`config.mk`:
```
export PLATFORM = sky130hd
export DESIGN_NAME = uart_tx_param
export DESIGN_NICKNAME = d
export VERILOG_FILES = /design/src/rtl/uart_pkg.sv /design/src/rtl/uart_tx_fifo.sv /design/src/rtl/uart_tx_param.sv
export SDC_FILE = /design/constraint.sdc
export NUM_CORES = 1
export LEC_CHECK = 0
export ABC_CLOCK_PERIOD_IN_PS = 5080
export CORE_UTILIZATION = 40
export CTS_BUF_LIST = sky130_fd_sc_hd__clkbuf_4
export DETAILED_ROUTE_END_ITERATION = 16
export GPL_ROUTABILITY_DRIVEN = 0
export SKIP_CTS_REPAIR_TIMING = 1
export SLEW_MARGIN = 5
export SYNTH_ARGS = -nofsm -noshare
export SYNTH_HDL_FRONTEND = slang
export SYNTH_HIERARCHICAL = 1
export SYNTH_SLANG_ARGS = --single-unit
```
`constraint.sdc`:
```
create_clock -name clk -period 5.08 [get_ports clk]
set_input_delay 1.524 -clock clk [delete_from_list [all_inputs] [get_ports clk]]
set_output_delay 1.524 -clock clk [all_outputs]
set_load 0.05 [all_outputs]
```
`src/rtl/uart_pkg.sv`:
```
// Shared constants for the UART transmitter: parity modes, FSM state
// encoding and a counter-width helper.
package uart_pkg;

  // Parity mode selector values
  localparam int PAR_NONE = 0;
  localparam int PAR_ODD  = 1;
  localparam int PAR_EVEN = 2;

  // FSM state encoding
  localparam logic [2:0] ST_IDLE   = 3'd0;
  localparam logic [2:0] ST_START  = 3'd1;
  localparam logic [2:0] ST_DATA   = 3'd2;
  localparam logic [2:0] ST_PARITY = 3'd3;
  localparam logic [2:0] ST_STOP   = 3'd4;

  // Bits needed for a counter that runs 0..n-1 (never less than one bit)
  function automatic int cnt_width(input int n);
    return (n <= 2) ? 1 : $clog2(n);
  endfunction

endpackage

```
`src/rtl/uart_tx_fifo.sv`:
```
// Small synchronous FIFO feeding the UART shifter. The head word is read
// combinationally so a pop can load the shift register on the same edge.
module uart_tx_fifo #(
  parameter int WIDTH = 8,
  parameter int DEPTH = 4
) (
  input  logic                     clk,
  input  logic                     reset,
  input  logic                     push,
  input  logic                     pop,
  input  logic [WIDTH-1:0]         din,
  output logic [WIDTH-1:0]         dout,
  output logic                     full,
  output logic                     empty,
  output logic [$clog2(DEPTH):0]   count
);

  localparam int AW = $clog2(DEPTH);

  logic [WIDTH-1:0] mem_q [DEPTH];
  logic [AW-1:0]    wr_ptr_q, wr_ptr_d;
  logic [AW-1:0]    rd_ptr_q, rd_ptr_d;
  logic [AW:0]      count_q, count_d;
  logic             push_ok;
  logic             pop_ok;

  assign full    = (count_q == (AW+1)'(DEPTH));
  assign empty   = (count_q == '0);
  assign count   = count_q;
  assign dout    = mem_q[rd_ptr_q];
  // Both qualifiers use pre-edge state: a push into a full FIFO is refused
  // even if a pop happens on the same edge.
  assign push_ok = push && !full;
  assign pop_ok  = pop && !empty;

  // Pointer and occupancy next-state; pointers wrap naturally (power of 2)
  always_comb begin
    wr_ptr_d = wr_ptr_q;
    rd_ptr_d = rd_ptr_q;
    count_d  = count_q;
    if (push_ok) wr_ptr_d = wr_ptr_q + AW'(1);
    if (pop_ok)  rd_ptr_d = rd_ptr_q + AW'(1);
    case ({push_ok, pop_ok})
      2'b10:   count_d = count_q + (AW+1)'(1);
      2'b01:   count_d = count_q - (AW+1)'(1);
      default: count_d = count_q;
    endcase
  end

  // Storage array write port (contents need no reset)
  always_ff @(posedge clk) begin
    if (push_ok) mem_q[wr_ptr_q] <= din;
  end

  // Pointer and occupancy registers
  always_ff @(posedge clk) begin
    if (reset) begin
      wr_ptr_q <= '0;
      rd_ptr_q <= '0;
      count_q  <= '0;
    end else begin
      wr_ptr_q <= wr_ptr_d;
      rd_ptr_q <= rd_ptr_d;
      count_q  <= count_d;
    end
  end

endmodule

```
`src/rtl/uart_tx_param.sv`:
```
// Parametrised UART transmitter: valid/ready input, TX FIFO, and an FSM that
// sends start, data (LSB first), optional parity and 1/2 stop bits.
module uart_tx_param
  import uart_pkg::*;
#(
  parameter int CLKS_PER_BIT = 10417,
  parameter int DATA_BITS    = 8,
  parameter int PARITY       = 0,
  parameter int STOP_BITS    = 1,
  parameter int FIFO_DEPTH   = 4
) (
  input  logic                          clk,
  input  logic                          reset,
  input  logic [DATA_BITS-1:0]          tx_data,
  input  logic                          tx_valid,
  output logic                          tx_ready,
  output logic                          txd,
  output logic                          busy,
  output logic [$clog2(FIFO_DEPTH):0]   fifo_count
);

  // Out-of-range parity/stop settings fall back to none / one stop bit
  localparam int PAR_EFF  = (PARITY == PAR_ODD || PARITY == PAR_EVEN) ? PARITY : PAR_NONE;
  localparam int STOP_EFF = (STOP_BITS == 2) ? 2 : 1;
  localparam int BAUD_W   = cnt_width(CLKS_PER_BIT);
  localparam int BIT_W    = cnt_width(DATA_BITS);

  localparam logic [BAUD_W-1:0] BAUD_LAST = BAUD_W'(CLKS_PER_BIT - 1);
  localparam logic [BIT_W-1:0]  BIT_LAST  = BIT_W'(DATA_BITS - 1);
  localparam logic              STOP_LAST = 1'(STOP_EFF - 1);

  logic [2:0]           state_q, state_d;
  logic [BAUD_W-1:0]    baud_q, baud_d;
  logic [BIT_W-1:0]     bit_q, bit_d;
  logic                 stop_q, stop_d;
  logic [DATA_BITS-1:0] shreg_q, shreg_d;
  logic                 par_q, par_d;
  logic                 txd_q, txd_d;

  logic                 fifo_pop;
  logic                 fifo_full;
  logic                 fifo_empty;
  logic [DATA_BITS-1:0] fifo_dout;
  logic                 baud_end;
  logic                 load;

  uart_tx_fifo #(
    .WIDTH (DATA_BITS),
    .DEPTH (FIFO_DEPTH)
  ) u_fifo (
    .clk   (clk),
    .reset (reset),
    .push  (tx_valid),
    .pop   (fifo_pop),
    .din   (tx_data),
    .dout  (fifo_dout),
    .full  (fifo_full),
    .empty (fifo_empty),
    .count (fifo_count)
  );

  assign tx_ready = !fifo_full;
  assign txd      = txd_q;
  assign busy     = (state_q != ST_IDLE) || (fifo_count != '0);
  assign baud_end = (baud_q == BAUD_LAST);

  // Frame sequencer: bit timing, shifting, and FIFO pops at frame start
  always_comb begin
    state_d  = state_q;
    baud_d   = baud_q;
    bit_d    = bit_q;
    stop_d   = stop_q;
    shreg_d  = shreg_q;
    par_d    = par_q;
    txd_d    = txd_q;
    fifo_pop = 1'b0;
    load     = 1'b0;

    case (state_q)
      ST_IDLE: begin
        baud_d = '0;
        txd_d  = 1'b1;
        load   = !fifo_empty;
      end
      ST_START: begin
        if (baud_end) begin
          baud_d  = '0;
          bit_d   = '0;
          state_d = ST_DATA;
          txd_d   = shreg_q[0];
          shreg_d = shreg_q >> 1;
        end else begin
          baud_d = baud_q + BAUD_W'(1);
        end
      end
      ST_DATA: begin
        if (baud_end) begin
          baud_d = '0;
          if (bit_q == BIT_LAST) begin
            if (PAR_EFF != PAR_NONE) begin
              state_d = ST_PARITY;
              txd_d   = par_q;
            end else begin
              state_d = ST_STOP;
              stop_d  = 1'b0;
              txd_d   = 1'b1;
            end
          end else begin
            bit_d   = bit_q + BIT_W'(1);
            txd_d   = shreg_q[0];
            shreg_d = shreg_q >> 1;
          end
        end else begin
          baud_d = baud_q + BAUD_W'(1);
        end
      end
      ST_PARITY: begin
        if (baud_end) begin
          baud_d  = '0;
          state_d = ST_STOP;
          stop_d  = 1'b0;
          txd_d   = 1'b1;
        end else begin
          baud_d = baud_q + BAUD_W'(1);
        end
      end
      ST_STOP: begin
        if (baud_end) begin
          baud_d = '0;
          if (stop_q == STOP_LAST) begin
            // Chain straight into the next frame when a word is waiting
            if (!fifo_empty) begin
              load = 1'b1;
            end else begin
              state_d = ST_IDLE;
              txd_d   = 1'b1;
            end
          end else begin
            stop_d = 1'b1;
          end
        end else begin
          baud_d = baud_q + BAUD_W'(1);
        end
      end
      default: begin
        state_d = ST_IDLE;
        baud_d  = '0;
        txd_d   = 1'b1;
      end
    endcase

    if (load) begin
      fifo_pop = 1'b1;
      shreg_d  = fifo_dout;
      par_d    = (PAR_EFF == PAR_ODD) ? ~(^fifo_dout) : (^fifo_dout);
      txd_d    = 1'b0;
      baud_d   = '0;
      state_d  = ST_START;
    end
  end

  // Sequencer registers; reset aborts any frame and drives the line idle
  always_ff @(posedge clk) begin
    if (reset) begin
      state_q <= ST_IDLE;
      baud_q  <= '0;
      bit_q   <= '0;
      stop_q  <= 1'b0;
      shreg_q <= '0;
      par_q   <= 1'b0;
      txd_q   <= 1'b1;
    end else begin
      state_q <= state_d;
      baud_q  <= baud_d;
      bit_q   <= bit_d;
      stop_q  <= stop_d;
      shreg_q <= shreg_d;
      par_q   <= par_d;
      txd_q   <= txd_d;
    end
  end

endmodule

```
# Word level (Yosys, flattened, before mapping)
# Memory sizes are Yosys's and may differ from the RTL's. A register that Yosys moved wholly into a read port is not among the register bits.
# Cells that the tools add are included.
dict set report word_totals {
  ff_bits 37
  ram_bits 32
  input_bits 11
  output_inout_bits 6
  wordCells 110
  mem_count 1
}
# memory depth width read_ports rd_ports_with_merged_regs wr line_no
set mem_list {}
lappend mem_list {u_fifo.mem_q 4 8 1 1 1 uart_tx_fifo.sv:20} ;# logic [WIDTH-1:0] mem_q [DEPTH];
dict set report classes {
  addsub 6
  n_eq_ne 26
  n_mux 43
  bitwise 2
  n_reduce_logical 22
}
# operator count
set ops {}
lappend ops {{8-bit two-way mux} 4}
lappend ops {{3-bit two-way mux} 10}
lappend ops {{3-bit inequality test (second input constant)} 8}
lappend ops {{1-bit two-way mux} 20}
lappend ops {{2-bit inequality test (second input constant)} 9}
lappend ops {{8-bit one-hot mux with 2 select lines} 1}
lappend ops {{8-bit AND reduction} 2}
lappend ops {{3-bit one-hot mux with 5 select lines} 1}
lappend ops {{14-bit by 1-bit adder with 14-bit output (second input constant)} 1}
lappend ops {{14-bit == test (second input constant)} 1}
lappend ops {{3-bit one-hot mux with 2 select lines} 2}
lappend ops {{3-bit nonzero test} 4}
lappend ops {{3-bit == test (second input constant)} 3}
lappend ops {{4-bit AND reduction} 2}
lappend ops {{4-bit OR reduction} 2}
lappend ops {{3-bit by 1-bit adder with 3-bit output (second input constant)} 2}
lappend ops {{3-bit by 2-bit == test with 1-bit output (second input constant)} 2}
lappend ops {{3-bit logical NOT} 2}
lappend ops {{6-bit AND reduction} 1}
lappend ops {{5-bit AND reduction} 1}
lappend ops {{2-bit by 1-bit adder with 2-bit output (second input constant)} 2}
lappend ops {{2-bit two-way mux} 2}
lappend ops {{1-bit one-hot mux with 4 select lines} 1}
lappend ops {{2-bit nonzero test} 2}
lappend ops {{other kinds (11)} 14}

# Longest topological paths before layout
dict set report logic_depth {
  ltp_word 9
  depth_mapped 15
  depth_no_buf 14
}

# Cells and area by module
# Netlist, hierarchy kept.
# module instances cells_per_inst area_per_inst_um2 seq_area_each_um2
set modules_own_cells {}
lappend modules_own_cells {uart_tx_fifo 1 96 1635.3 1141.1}
lappend modules_own_cells {uart_tx_param 1 177 1493.9 580.6}

# Worst setup path before layout
# Ideal clock, no wire load.
dict set report synth_timing {
  path_type {register to register}
  startpoint {register u_fifo.count_q[0], in the netlist u_fifo/count[0]}
  endpoint {register u_fifo.count_q[2], in the netlist u_fifo/count[2]}
  setup_time_ns 0.070
  arrival_time_ns 3.071
  t_required_ns 5.010
  setup_slack_ns 1.939
  stages_incl_launch_ff 13
  path_buffers 0
  period_less_slack_ns 3.141
  path_cell_list {dfxtp_1 -> nor3_2 -> nor3_1 -> o21ai_2 -> inv_1 -> o31ai_2 -> inv_1 -> ha_1 -> inv_1 -> fa_1 -> xor2_1 -> or3_1 -> a21oi_1}
}
dict set report synth_between {
  elab_chain_cells 9
  word_cells_on_any_way 17
  classes_between {add/sub (2); eq/ne (3); mux (6); reduce/logical (6)}
}
# element line_no
set synth_rtl {}
lappend synth_rtl {{start: declaration} uart_tx_fifo.sv:23} ;# logic [AW:0] count_q, count_d;
lappend synth_rtl {{start signal: assignment} uart_tx_fifo.sv:64} ;# count_q <= count_d;
lappend synth_rtl {{3-bit logical NOT *} uart_tx_fifo.sv:28} ;# assign empty = (count_q == '0);
lappend synth_rtl {{via fifo_empty} uart_tx_param.sv:42} ;# logic fifo_empty;
lappend synth_rtl {{1-bit two-way mux} uart_tx_param.sv:132} ;# if (!fifo_empty) begin
lappend synth_rtl {{1-bit two-way mux} uart_tx_param.sv:130} ;# if (stop_q == STOP_LAST) begin
lappend synth_rtl {{1-bit two-way mux} uart_tx_param.sv:128} ;# if (baud_end) begin
lappend synth_rtl {{1-bit one-hot mux with 2 select lines *} uart_tx_param.sv:79} ;# case (state_q)
lappend synth_rtl {{1-bit two-way mux *} uart_tx_param.sv:152} ;# if (load) begin
lappend synth_rtl {{via fifo_pop} uart_tx_param.sv:40} ;# logic fifo_pop;
lappend synth_rtl {{1-bit logical AND *} uart_tx_fifo.sv:34} ;# assign pop_ok = pop && !empty;
lappend synth_rtl {{via u_fifo.pop_ok} uart_tx_fifo.sv:25} ;# logic pop_ok;
lappend synth_rtl {{2-bit by 1-bit == test with 1-bit output or 2-bit == test (tied branches)} uart_tx_fifo.sv:43} ;# case ({push_ok, pop_ok})
lappend synth_rtl {{3-bit one-hot mux with 2 select lines or 2-bit nonzero test (tied branches)} -}
# The timed path passes the listed nets; every way through them passes the cells marked *.
# A chain may end at the register's enable or synchronous reset.

# Worst setup path in the final report
dict set report layout_timing {
  startpoint {register state_q[2]}
  endpoint {output port busy}
}
dict set report layout_between {
  elab_chain_cells 2
}
# element line_no
set layout_rtl {}
lappend layout_rtl {{start: declaration} uart_tx_param.sv:32} ;# logic [2:0] state_q, state_d;
lappend layout_rtl {{start signal: assignment} uart_tx_param.sv:173} ;# state_q <= state_d;
lappend layout_rtl {{3-bit nonzero test} uart_tx_param.sv:64} ;# assign busy = (state_q != ST_IDLE) || (fifo_count != '0);
lappend layout_rtl {{1-bit logical OR} uart_tx_param.sv:64}
lappend layout_rtl {{end: declaration} uart_tx_param.sv:18} ;# output logic busy,
# No other way between the ends.

==> results.cfg <==
[clock_tree]
clock_latency_ns = 0.42
root_buffer = clkbuf_4
cts_tree = done
clockBufferDepth = 2
cts_made_buffers = 9
cts.sinks = 70
htree_levels = 3
path_clk_slew_ns = 0.11

[route]
dr.first_iter.drc_count = 89
dr.pass1.iters = 4
route.detailed.drc = 0
via_per_inst = 5.18
wire_per_inst_microns = 13.9
ant_nets = 0
num_vias = 2020
drt_wl_total_microns = 5410

[finish]
layout.cells.non_filler = 390
drive_gt1_share_pct = 10.3
nets = 307
syn2layout_area_growth_pct = 12.1
post-route-util_pct = 47.4
finalInstanceArea_sq_mm = 0.00351
antenna_cells = 0
fillCellCount = 686

[pwr]
leakage_nw = 1.16
finalPower_mw = 1.64
ir_worst_vdd_uv = 256
p_per_area_mw_per_mm2 = 466

[critical_path]
slowest_stage = clkdlybuf4s50_1
cp_slowest_stage_delay_ns = 0.79
required_ns = 3.56
critPathLaunchType = flip-flop
crit_fanout = 15
worstPathCellList = nor4_1 -> nand2_1 -> clkdlybuf4s50_1
crit_type = flip-flop to output pin
worst_setup_path_end_kind = output pin
worstPathArrival_ns = 2.09

[placed_design]
portBuffers = 16
place_ws_ns = 1.62
dp_hpwl_microns = 3550
dp_cells = 374
placed_area_sq_mm = 0.00334

[yosys]
synthArstFlopShare_pct = 0
synth_nets = 294
synth.distinct_cells = 43
netlist.area_leader.share_pct = 30.7
synth_cells = 273
syn_area_sq_mm = 0.00313
ys.warnings.count = 6
yosys-top-cells-area = edfxtp_1, dfxtp_1, mux4_2
seq_area_frac_synth_pct = 55.0
synth-seq-cells = 70
syn_area_per_cell_sq_um = 11.5
ys.flop_type = dfxtp_1
synth_enable_flop_cells = 32
yosys.area.top_type = edfxtp_1

[timing]
worst_slew_pin_slew_ns = 0.886
post-route-period-util_pct = 71.1
hold_viol = 0
fin_ws_ns = 1.47
fin_setup_tns_ns = 0
setup_viol = 0
max_freq_ghz = 0.277
drv_slew = 0
fin_crit_ns = 3.61
fin_skew_ns = 0.0161
rsz0062_at_grt = false
whs_ns = 0.489
slew_headroom_pct = 40.5

[global_routing]
antenna_found_initial = 0
gr-usage-all-layers_pct = 14.9
first_global_vias = 1993
gr-total-overflow = 0
grt_pass1_wl_microns = 9520
grt_max_degree = 23

[floorplanning]
die_w_microns = 90.5
num_rows = 31
ios = 17
core_sq_mm = 0.00741
die_h_microns = 90.5
start_util_pct = 42.2
die_area_sq_mm = 0.00818

[worst_hold_path]
hold_path_class = flip-flop to flip-flop

[job]
drv_cap = 0

[run_status]
status = finished, final reports clean
## routing by layer
layer | GRT usage, % | routed length [microns] | vias up
met3 | 4.88 | 174 | 10
li1 | - | - | 1020
met2 | 23.3 | 2460 | 25
met1 | 19.0 | 2690 | 965
met4 | 5.91 | 79 | 0
met5 | 0 | 0 | -
## placed cells by master, fill, tap and decap left out, types with 2 or more instances in the layout
| master | n |
|---|---|
| dfxtp_1 | 38 |
| edfxtp_1 | 32 |
| a21oi_1 | 24 |
| nor2_1 | 23 |
| inv_1 | 17 |
| clkdlybuf4s50_1 | 16 |
| xnor2_1 | 9 |
| ha_1 | 9 |
| clkbuf_4 | 9 |
| nand2_1 | 8 |
| mux4_2 | 8 |
| xor2_1 | 7 |
| o21ai_0 | 7 |
| o31ai_1 | 7 |
| a211oi_1 | 7 |
| nand4_1 | 6 |
| and2_1 | 5 |
| or3_1 | 5 |
| nand3_1 | 5 |
| nand2b_1 | 5 |
| nor4b_1 | 4 |
| nor3_1 | 4 |
| nor4_1 | 4 |
| or2b_1 | 4 |
| inv_6 | 3 |
| and4_1 | 2 |
| nor3b_1 | 2 |
| o211ai_1 | 2 |
| mux2i_1 | 2 |
| nand3b_1 | 2 |
| bufinv_16 | 2 |
## area by class of cell
type                            instances  area (sq um)  share of cell area (%)
Sequential cell                        70          1720                    49.1
Multi-Input combinational cell        172          1270                    36.2
Timing Repair Buffer                   16           160                    4.56
Tap cell                               99           124                    3.53
Clock inverter                          7           103                    2.92
Clock buffer                            9          67.6                    1.93
Inverter                               17          63.8                    1.82
## cell usage after synthesis, types with 7 or more instances
library cell  count
o31ai_1           7
inv_1            17
o21ai_0           7
ha_1              9
nand2_1           8
nor2_1           23
dfxtp_1          38
mux4_2            8
a211oi_1          7
xnor2_1           9
edfxtp_1         32
a21oi_1          24
xor2_1            7
## worst max-delay path, delay by kind of cell (launching register included)
family,cells,cell delay (ns)
buf+inv,1,0.79
simple gates,2,0.22
flops,1,0.66
## registers in the layout, indices dropped and copies added, names as in the netlist, named ones only
| name | cells |
|---|---|
| shreg_q | 8 |
| state_q | 3 |
| baud_q | 14 |
| u_fifo/wr_ptr_q | 2 |
| txd | 1 |
| u_fifo/count | 3 |
| u_fifo/rd_ptr_q | 2 |
| u_fifo/mem_q | 32 |
| bit_q | 3 |
## cells by family (layout without fill, tap and decap cells)
| logic type | Yosys count | count (layout) | share of synthesized area, % |
|---|---|---|---|
| buffers and inverters | 31 | 49 | 4.44 |
| multiplexers | 10 | 10 | 6.40 |
| flip-flops | 70 | 70 | 55.0 |
| AO/OA/AOI/OAI | 51 | 51 | 10.0 |
| adder cells (fa/ha/maj) | 10 | 10 | 4.24 |
| XOR/XNOR | 16 | 16 | 4.48 |
| AND/OR/NAND/NOR | 85 | 85 | 15.4 |
## path summary, 6_finish.rpt
check	start	to	slack (ns)	depth (start not counted)
hold / removal	bit_q[2]$_SDFFE_PP0P_	bit_q[2]$_SDFFE_PP0P_	0.49	2
hold reg to reg	bit_q[2]$_SDFFE_PP0P_	bit_q[2]$_SDFFE_PP0P_	0.49	2
setup reg to reg	baud_q[2]$_SDFF_PP0_	u_fifo/count[2]$_SDFFE_PP0P_	1.71	12
setup / recovery	state_q[2]$_SDFFE_PP0P_	busy	1.47	3
## where the power goes
part,leakage [nW],switching [mW],total (mW),internal [mW]
combinational,0.473,0.272,0.469,0.197
sequential,0.603,0.0761,0.750,0.674
clock,0.0875,0.212,0.418,0.205
total,1.16,0.561,1.64,1.08
No activity file was read; power rests on OpenSTA's default activity.
